**config.mk**
```make
export PLATFORM = sky130hd
export DESIGN_NAME = cva6_uart_tx_periph
export DESIGN_NICKNAME = d
export VERILOG_FILES = /design/src/rtl/cva6_uart_tx_periph.sv
export SDC_FILE = /design/constraint.sdc
export NUM_CORES = 1
export LEC_CHECK = 0
export ABC_AREA = 1
export BUFFER_PORTS_ARGS = -buffer_cell sky130_fd_sc_hd__buf_2
export CAP_MARGIN = 25
export CORE_MARGIN = 3
export CORE_UTILIZATION = 41
export CTS_BUF_LIST = sky130_fd_sc_hd__clkbuf_4
export DETAILED_ROUTE_END_ITERATION = 10
export PLACE_DENSITY = 0.68
export REMOVE_ABC_BUFFERS = 1
export SLEW_MARGIN = 25
export SYNTH_ARGS = -nofsm -noshare
export SYNTH_HDL_FRONTEND = slang
export SYNTH_SLANG_ARGS = --single-unit
```
**constraint.sdc**
```tcl
create_clock -name clk -period 5.2 [get_ports clk]
set_input_delay 1.04 -clock clk [delete_from_list [all_inputs] [get_ports clk]]
set_output_delay 1.04 -clock clk [all_outputs]
set_load 0.02 [all_outputs]
```
**src/rtl/cva6_uart_tx_periph.sv**
```systemverilog
// Memory-mapped 8N1 UART transmitter with a small TX FIFO and a programmable bit period.
// Define UART_TX_PARITY_EN to add an even-parity bit to every frame (8E1).
module cva6_uart_tx_periph #(
  parameter logic [31:0] BASE_ADDR   = 32'h3000_0000,
  parameter int unsigned CLK_FREQ_HZ = 125000000,
  parameter int unsigned BAUD        = 115200,
  parameter int unsigned FIFO_DEPTH  = 8
) (
  input  logic        clk,
  input  logic        reset,
  input  logic        req,
  input  logic        we,
  input  logic [3:0]  be,
  input  logic [31:0] addr,
  input  logic [31:0] wdata,
  output logic        sel,
  output logic [31:0] rdata,
  output logic        uart_tx,
  output logic        tx_busy
);

  localparam int unsigned AW           = $clog2(FIFO_DEPTH);
  localparam logic [15:0] BAUD_DIV_RST = 16'(CLK_FREQ_HZ / BAUD);

`ifdef UART_TX_PARITY_EN
  localparam logic PARITY_FLAG = 1'b1;
  typedef enum logic [2:0] {S_IDLE, S_START, S_DATA, S_PARITY, S_STOP} state_t;
`else
  localparam logic PARITY_FLAG = 1'b0;
  typedef enum logic [1:0] {S_IDLE, S_START, S_DATA, S_STOP} state_t;
`endif

  // Bus handshake: there is no ready. A cycle with req=1 is an access that completes in
  // that same cycle; writes commit on the closing clk edge, reads return combinationally.
  logic [31:0] offset;
  logic        wr;
  logic        push_req;
  logic        stat_wr;
  logic        baud_wr;

  assign offset   = addr - BASE_ADDR;
  assign sel      = (offset < 32'd12) && (addr[1:0] == 2'b00);
  assign wr       = req & we & sel;
  assign push_req = wr & be[0] & (offset[3:2] == 2'd0);
  assign stat_wr  = wr & (offset[3:2] == 2'd1);
  assign baud_wr  = wr & (offset[3:2] == 2'd2);

  logic [7:0]    mem [FIFO_DEPTH];
  logic [AW-1:0] wr_ptr;
  logic [AW-1:0] rd_ptr;
  logic [AW:0]   count;
  logic          full;
  logic          empty;
  logic          push;
  logic          pop;
  logic          overflow;
  logic [15:0]   baud_div;
  logic [15:0]   reload;

  state_t      state;
  logic [15:0] bit_cnt;
  logic [2:0]  bit_idx;
  logic [7:0]  shreg;
`ifdef UART_TX_PARITY_EN
  logic        par_bit;
`endif

  assign full   = (count == (AW+1)'(FIFO_DEPTH));
  assign empty  = (count == '0);
  // Full is judged on the registered count, so a pop in the same cycle cannot make room.
  assign push   = push_req & ~full;
  assign pop    = ~empty & ((state == S_IDLE) | ((state == S_STOP) & (bit_cnt == 16'd0)));
  assign reload = ((baud_div < 16'd2) ? 16'd2 : baud_div) - 16'd1;

  always_ff @(posedge clk) begin
    if (push) mem[wr_ptr] <= wdata[7:0];
  end

  always_ff @(posedge clk) begin
    if (reset) begin
      wr_ptr   <= '0;
      rd_ptr   <= '0;
      count    <= '0;
      overflow <= 1'b0;
      baud_div <= BAUD_DIV_RST;
    end else begin
      if (push) wr_ptr <= wr_ptr + AW'(1);
      if (pop)  rd_ptr <= rd_ptr + AW'(1);
      count <= count + (AW+1)'(push) - (AW+1)'(pop);
      if (push_req & full)
        overflow <= 1'b1;
      else if (stat_wr & be[0] & wdata[3])
        overflow <= 1'b0;
      if (baud_wr & be[0]) baud_div[7:0]  <= wdata[7:0];
      if (baud_wr & be[1]) baud_div[15:8] <= wdata[15:8];
    end
  end

  // Each bit holds for reload+1 clocks; bit_cnt is reloaded on every bit entry.
  always_ff @(posedge clk) begin
    if (reset) begin
      state   <= S_IDLE;
      uart_tx <= 1'b1;
      bit_cnt <= '0;
      bit_idx <= '0;
      shreg   <= '0;
`ifdef UART_TX_PARITY_EN
      par_bit <= 1'b0;
`endif
    end else begin
      case (state)
        S_IDLE: begin
          uart_tx <= 1'b1;
          if (pop) begin
            shreg   <= mem[rd_ptr];
`ifdef UART_TX_PARITY_EN
            par_bit <= ^mem[rd_ptr];
`endif
            bit_cnt <= reload;
            state   <= S_START;
            uart_tx <= 1'b0;
          end
        end
        S_START: begin
          if (bit_cnt == 16'd0) begin
            state   <= S_DATA;
            uart_tx <= shreg[0];
            bit_idx <= '0;
            bit_cnt <= reload;
          end else begin
            bit_cnt <= bit_cnt - 16'd1;
          end
        end
        S_DATA: begin
          if (bit_cnt == 16'd0) begin
            bit_cnt <= reload;
            if (bit_idx == 3'd7) begin
`ifdef UART_TX_PARITY_EN
              state   <= S_PARITY;
              uart_tx <= par_bit;
`else
              state   <= S_STOP;
              uart_tx <= 1'b1;
`endif
            end else begin
              shreg   <= {1'b0, shreg[7:1]};
              uart_tx <= shreg[1];
              bit_idx <= bit_idx + 3'd1;
            end
          end else begin
            bit_cnt <= bit_cnt - 16'd1;
          end
        end
`ifdef UART_TX_PARITY_EN
        S_PARITY: begin
          if (bit_cnt == 16'd0) begin
            state   <= S_STOP;
            uart_tx <= 1'b1;
            bit_cnt <= reload;
          end else begin
            bit_cnt <= bit_cnt - 16'd1;
          end
        end
`endif
        S_STOP: begin
          if (bit_cnt == 16'd0) begin
            if (pop) begin
              shreg   <= mem[rd_ptr];
`ifdef UART_TX_PARITY_EN
              par_bit <= ^mem[rd_ptr];
`endif
              bit_cnt <= reload;
              state   <= S_START;
              uart_tx <= 1'b0;
            end else begin
              state   <= S_IDLE;
              uart_tx <= 1'b1;
            end
          end else begin
            bit_cnt <= bit_cnt - 16'd1;
          end
        end
        default: begin
          state   <= S_IDLE;
          uart_tx <= 1'b1;
        end
      endcase
    end
  end

  logic        fsm_busy;
  logic [3:0]  count4;
  logic [31:0] status;
  logic        unused_bits;

  assign fsm_busy    = (state != S_IDLE);
  assign tx_busy     = fsm_busy | ~empty;
  assign count4      = 4'(count);
  assign status      = {23'd0, PARITY_FLAG, count4, overflow, fsm_busy, empty, full};
  assign unused_bits = ^{wdata[31:16], be[3:2]};

  always_comb begin
    rdata = 32'd0;
    if (sel) begin
      case (offset[3:2])
        2'd1:    rdata = status;
        2'd2:    rdata = {16'd0, baud_div};
        default: rdata = 32'd0;
      endcase
    end
  end

endmodule
```
# Yosys cells after proc, flatten, opt, wreduce, memory -nomap -nowiden
# Memories as Yosys holds them, arrays and structs flattened. A register that Yosys moved wholly into a read port is not among the register bits.
# Index checks and enable logic that the tools add are counted.
# totals
register_bits	57
ramBits	64
word_cells	103
mem_count	1
# mem_list
name	words	word_bits	read_ports	rd_clocked_by_memory_dff	wr	line	source
mem	8	8	1	1	1	48	logic [7:0] mem [FIFO_DEPTH];
# op_classes
add_sub_neg	8
n_lt_le_gt_ge	2
n_eq_ne	13
n_mux	35
bitwise	18
reduce_logical	15
# op_table
op	n
$mux 16	5
$pmux 16 s3	1
$lt 32x4->1 const B	1
$mux 8	4
$pmux 16 s2	1
$sub 16x1->16 const B	2
$sub 32x30->32 const B	1
$pmux 8 s3	1
$logic_not 16->1	1
$lt 16x2->1 const B	1
$mux 3	5
$and 1x1->1	14
$mux 1	10
$mux 2	5
$ne 2x2->1 const B	5
$add 3x1->3 const B	3
$pmux 2 s4	1
$reduce_and 4->1	2
$eq 2x2->1 const B	3
$logic_not 2->1	3
$pmux 3 s2	1
$reduce_bool 2->1	3
$reduce_and 5->1	1
$add 4x1->4	1
13 further kinds	16

# Longest topological paths before layout
# logic_depth
depth_word	9
depth_mapped	18

# Worst setup path before layout
# OpenSTA, ideal clock, no wires.
# synth_timing
path_type	input-to-output
from	in addr[2]
to	out rdata[0]
arrival_ns	2.484
slack_ns	1.676
path_stages	8
n_path_buf	1
cell_sequence	ha_1 > nor3_1 > nand3_1 > or2_1 > buf_6 > inv_1 > nand2_1 > a21oi_1
# synth_between
elab_chain_cells	4
# synth_rtl
element	line	source
from (decl)	14	input logic [31:0] addr,
$sub 32x30->32	41	assign offset = addr - BASE_ADDR;
$lt 32x4->1	42	assign sel = (offset < 32'd12) && (addr[1:0] == 2'b00);
$logic_and 1x1->1	42	
via sel	16	output logic sel,
$mux 16	204	if (sel) begin
to (decl)	17	output logic [31:0] rdata,
# The timed path passes the listed nets, and every way through them passes these cells.

# Worst setup path in the final report
# layout_timing
from	in addr[2]
to	out rdata[1]
# layout_between
elab_chain_cells	4
# layout_rtl
element	line
$sub 32x30->32 (*)	41
$lt 32x4->1, or another cell as far along	42
$logic_and 1x1->1 / $pmux 16 s2 (equally long branches)	42, 205
$mux 16 (*)	204
# Mark *: on every way between the ends. The rest lies on a longest branch, timed or not.

==> results list <==
- Run status: completed
* Setup crit start kind: input port
* Root buffer selected by CTS: sky130_fd_sc_hd__clkbuf_4
* Vias in the first global route: around 5300
* Vertical extent of the die: 133 µm
- Counting the buffers created by CTS gives 17.
* Capturing element type of the critical path: primary output
- The H-tree was split into 4 levels.
- Cell area after synthesis: roughly 6600 µm²
- Peak VDD IR: 0.187 mV
* Category of the critical setup timing path: input port to primary output
- Synthesis handed over a netlist of 813 instances.
* Post-CTS setup buffers: 0
* Setup slack at placement: 1.40 ns
* Initial cell density of the core: 42.6%
- Compared with the post-synthesis result, the final layout area differs by 11.6%.
- CTS sink count: 124
- The worst path needs 3.77 ns of the cycle, external delays included.
* Routability congestion estimate from global placement: 0.887
- Port Buf Inserts: 72
* Cell variety after synth: 42
- Power density over the cells: 463 nW/µm²
- Static timing analysis puts the maximum clock frequency at between 0.2 and 0.3 GHz.
- The first global-routing pass estimated 26400 µm of wire.
* Average wire per standard cell: between 10 and 15 µm
* Fin crit share: between 70% and 80%
- Clock skew on the completed layout was measured at ~0.025 ns.
- Warnings from Yosys: 0
- Signal arrival time at the worst endpoint: 2.73 ns
* Leading area contributor after synthesis: sky130_fd_sc_hd__edfxtp_1
* Setup-failing EPs final: 0
* Top-level I/O count: 107
* Via density per instance: between 5 and 6
* Top-area cell type share of the netlist area: around 29%
- The floorplan step defined a die boundary enclosing between 15000 and 20000 µm².
- In this run the cell area measured after placement is 7090 µm².
- Of the cells placed in the final design, the portion with a size suffix greater than 1 is 14.1%.
* Area of the core: 15500 µm²
* Drt initial violations: 338
- Net count, final: 976
- Combined area of the multi-input logic cells: around 3000 µm²
- The floorplan has 45 rows.
* Top cells by area in the synthesized netlist: sky130_fd_sc_hd__edfxtp_1 (29%), sky130_fd_sc_hd__dfxtp_1 (18%), sky130_fd_sc_hd__nand2_1 (7.2%)
* CP Max Fanout: 10
- Final Hold Violating Endpoints: 0
- The routed layout has around 5700 vias.
- Counting along the longest clock path gives a buffer depth of 2.
- Clock Pin Slew Worst Setup and Hold Paths: 0.11 ns
* Post-synthesis sequential area ratio: 47.3%
- Max transition margin: 37.1%
* Unrepaired setup endpoints after global routing: false
- Registers take about 3100 µm².
- Once routing completed, OpenROAD measured the worst setup slack at 1.43 ns.
- The initial antenna violation count is 1.
* Residual overflow from global routing: 0
- Counting flops and latches in the post-synthesis netlist gives 124.
- The detail route stage leaves a number of antenna-violating nets equal to 0.
- Largest net degree at the start of global routing: 35
- Cells fill 47.6% of the core in the end.
* # Max-Cap Violations: 0
- Gates resized during post-CTS repair numbered 0.
- Average size of a mapped cell: 8.12 µm²
* Leak: 3.00 nW
- TritonCTS clock tree: built
- The final-report max-slew violation count was 0.
- The path class of the tightest hold or removal check is flop to flop.
- At the later pin of the worst-skew pair, clock insertion delay measures 0.56 ns.
- After routing the design area is 7360 µm².
- DRC violation count after routing: 0
- The first TritonRoute pass finished after 5 iterations.
- For the pin with the worst max-slew slack, the measured transition is 0.942 ns.
* Final routed wirelength across all metal layers: 16000 µm
* Required time at the worst-slack endpoint: approximately 4.2 ns
- GRT Util Overall: 18.5%
* Total Neg Setup Slack: 0 ns
* HPWL after detailed placement: 11100 µm
- The tightest hold path in the finished design has a slack of 0.462 ns.
- The floorplan step set the die width to about 130 µm.
- Fill count: 1527
* Hold_buf cts: 0
## cell families after synthesis
group	synth area share, %
xor gates and xnor gates	2.26
adders and majority gates	4.29
other	0.0568
buffers and inverters	8.08
AOI/OAI and AO/OA	15.5
and+or+nand+nor	22.5
DFF	47.3
## Yosys cell counts
master,number
sky130_fd_sc_hd__a41oi_1,1
sky130_fd_sc_hd__nor2_8,1
sky130_fd_sc_hd__nor3_1,24
sky130_fd_sc_hd__a22oi_1,1
sky130_fd_sc_hd__o21ai_0,84
sky130_fd_sc_hd__buf_2,3
sky130_fd_sc_hd__nor4_1,2
sky130_fd_sc_hd__inv_2,5
sky130_fd_sc_hd__clkinv_1,1
sky130_fd_sc_hd__nand2_2,4
sky130_fd_sc_hd__a31oi_1,1
sky130_fd_sc_hd__or2_0,4
sky130_fd_sc_hd__a21oi_1,59
sky130_fd_sc_hd__or2_1,1
sky130_fd_sc_hd__ha_1,21
sky130_fd_sc_hd__xor2_1,14
sky130_fd_sc_hd__o211ai_1,5
sky130_fd_sc_hd__buf_4,20
sky130_fd_sc_hd__xnor2_1,3
sky130_fd_sc_hd__inv_1,63
sky130_fd_sc_hd__nand4_1,6
sky130_fd_sc_hd__conb_1,1
sky130_fd_sc_hd__nand3_1,51
sky130_fd_sc_hd__o22ai_1,14
sky130_fd_sc_hd__buf_6,2
sky130_fd_sc_hd__fa_1,1
sky130_fd_sc_hd__nand2_1,126
sky130_fd_sc_hd__a211oi_1,11
sky130_fd_sc_hd__o21ai_1,7
sky130_fd_sc_hd__o221ai_1,3
sky130_fd_sc_hd__edfxtp_1,64
sky130_fd_sc_hd__o211a_1,1
sky130_fd_sc_hd__clkbuf_1,21
sky130_fd_sc_hd__or2_2,1
sky130_fd_sc_hd__nor2_2,3
sky130_fd_sc_hd__nor3_4,1
sky130_fd_sc_hd__and2b_1,1
sky130_fd_sc_hd__dfxtp_1,60
sky130_fd_sc_hd__a21o_1,1
sky130_fd_sc_hd__nor2_1,116
sky130_fd_sc_hd__nand3b_1,3
sky130_fd_sc_hd__buf_1,2
## layout make-up
cell class                 instances  share of cell area, %
timing repair buffer              83                   6.02
multi-input combinational        587                   40.7
tap                              211                   3.59
clock inverter                    15                   1.99
sequential                       124                   42.4
antenna                            1                 0.0340
inverter                          69                   3.52
clock buffer                      17                   1.73
## path summary, 6_finish.rpt
check	to	slack, ns	from	depth (start not counted)
worst min-delay path	rd_ptr[2]	0.46	rd_ptr[2]	1
worst max register to register	count[3]	1.82	state[0]	14
worst max-delay path	rdata[1]	1.43	addr[2]	9
worst min register to register	rd_ptr[2]	0.46	rd_ptr[2]	1
## critical path: stages
cell                      delay (ns)
sky130_fd_sc_hd__buf_2          0.12
sky130_fd_sc_hd__ha_1           0.19
sky130_fd_sc_hd__nor3_1         0.13
sky130_fd_sc_hd__nand3_1        0.09
sky130_fd_sc_hd__or2_1          0.37
sky130_fd_sc_hd__inv_1          0.16
sky130_fd_sc_hd__nand2_1        0.18
sky130_fd_sc_hd__a21oi_1        0.24
sky130_fd_sc_hd__buf_2          0.21
## stage by stage
stage / std cells / total power [mW]
after floorplan: 780 / 2.34
after global placement: 1074 / 2.72
after detailed placement: 1074 / 2.74
after CTS: 1106 / 3.40
after global routing: 1107 / 3.68
final: 1107 / 3.41
## cell usage in the layout, fill, tap and decap left out, types with 6 or more instances in the layout
cell type	n
sky130_fd_sc_hd__nand4_1	6
sky130_fd_sc_hd__a211oi_1	11
sky130_fd_sc_hd__nand2_1	126
sky130_fd_sc_hd__buf_2	72
sky130_fd_sc_hd__nand3_1	51
sky130_fd_sc_hd__a21oi_1	59
sky130_fd_sc_hd__xor2_1	14
sky130_fd_sc_hd__nor3_1	24
sky130_fd_sc_hd__edfxtp_1	64
sky130_fd_sc_hd__nor2_1	116
sky130_fd_sc_hd__inv_1	63
sky130_fd_sc_hd__buf_4	11
sky130_fd_sc_hd__o21ai_1	7
sky130_fd_sc_hd__o22ai_1	14
sky130_fd_sc_hd__clkbuf_4	17
sky130_fd_sc_hd__o21ai_0	84
sky130_fd_sc_hd__ha_1	21
sky130_fd_sc_hd__conb_1	16
sky130_fd_sc_hd__dfxtp_1	60
## metal layers
layer	part of all wire [%]	GRT usage, %	routed length, µm	vias to the layer above
li1	-	-	-	2885
met1	46	25.0	7380	2558
met2	45	29.2	7190	201
met3	6.9	4.41	1100	25
met4	1.8	6.35	284	0
met5	0	0	0	-
## flip-flops by register name (all words and copies together), names as in the netlist, named ones only
name	count
uart_tx	1
bit_idx	3
mem	64
count	4
bit_cnt	16
rd_ptr	3
wr_ptr	3
baud_div	16
state	2
shreg	8
overflow	1
## power breakdown
group / switching [mW] / internal (mW) / leakage (nW)
Combinational: 0.996 / 0.507 / 1.78
Clock: 0.381 / 0.284 / 0.151
Sequential: 0.100 / 1.14 / 1.07
Total: 1.48 / 1.93 / 3.00
Power figures use the tool's default switching activity.
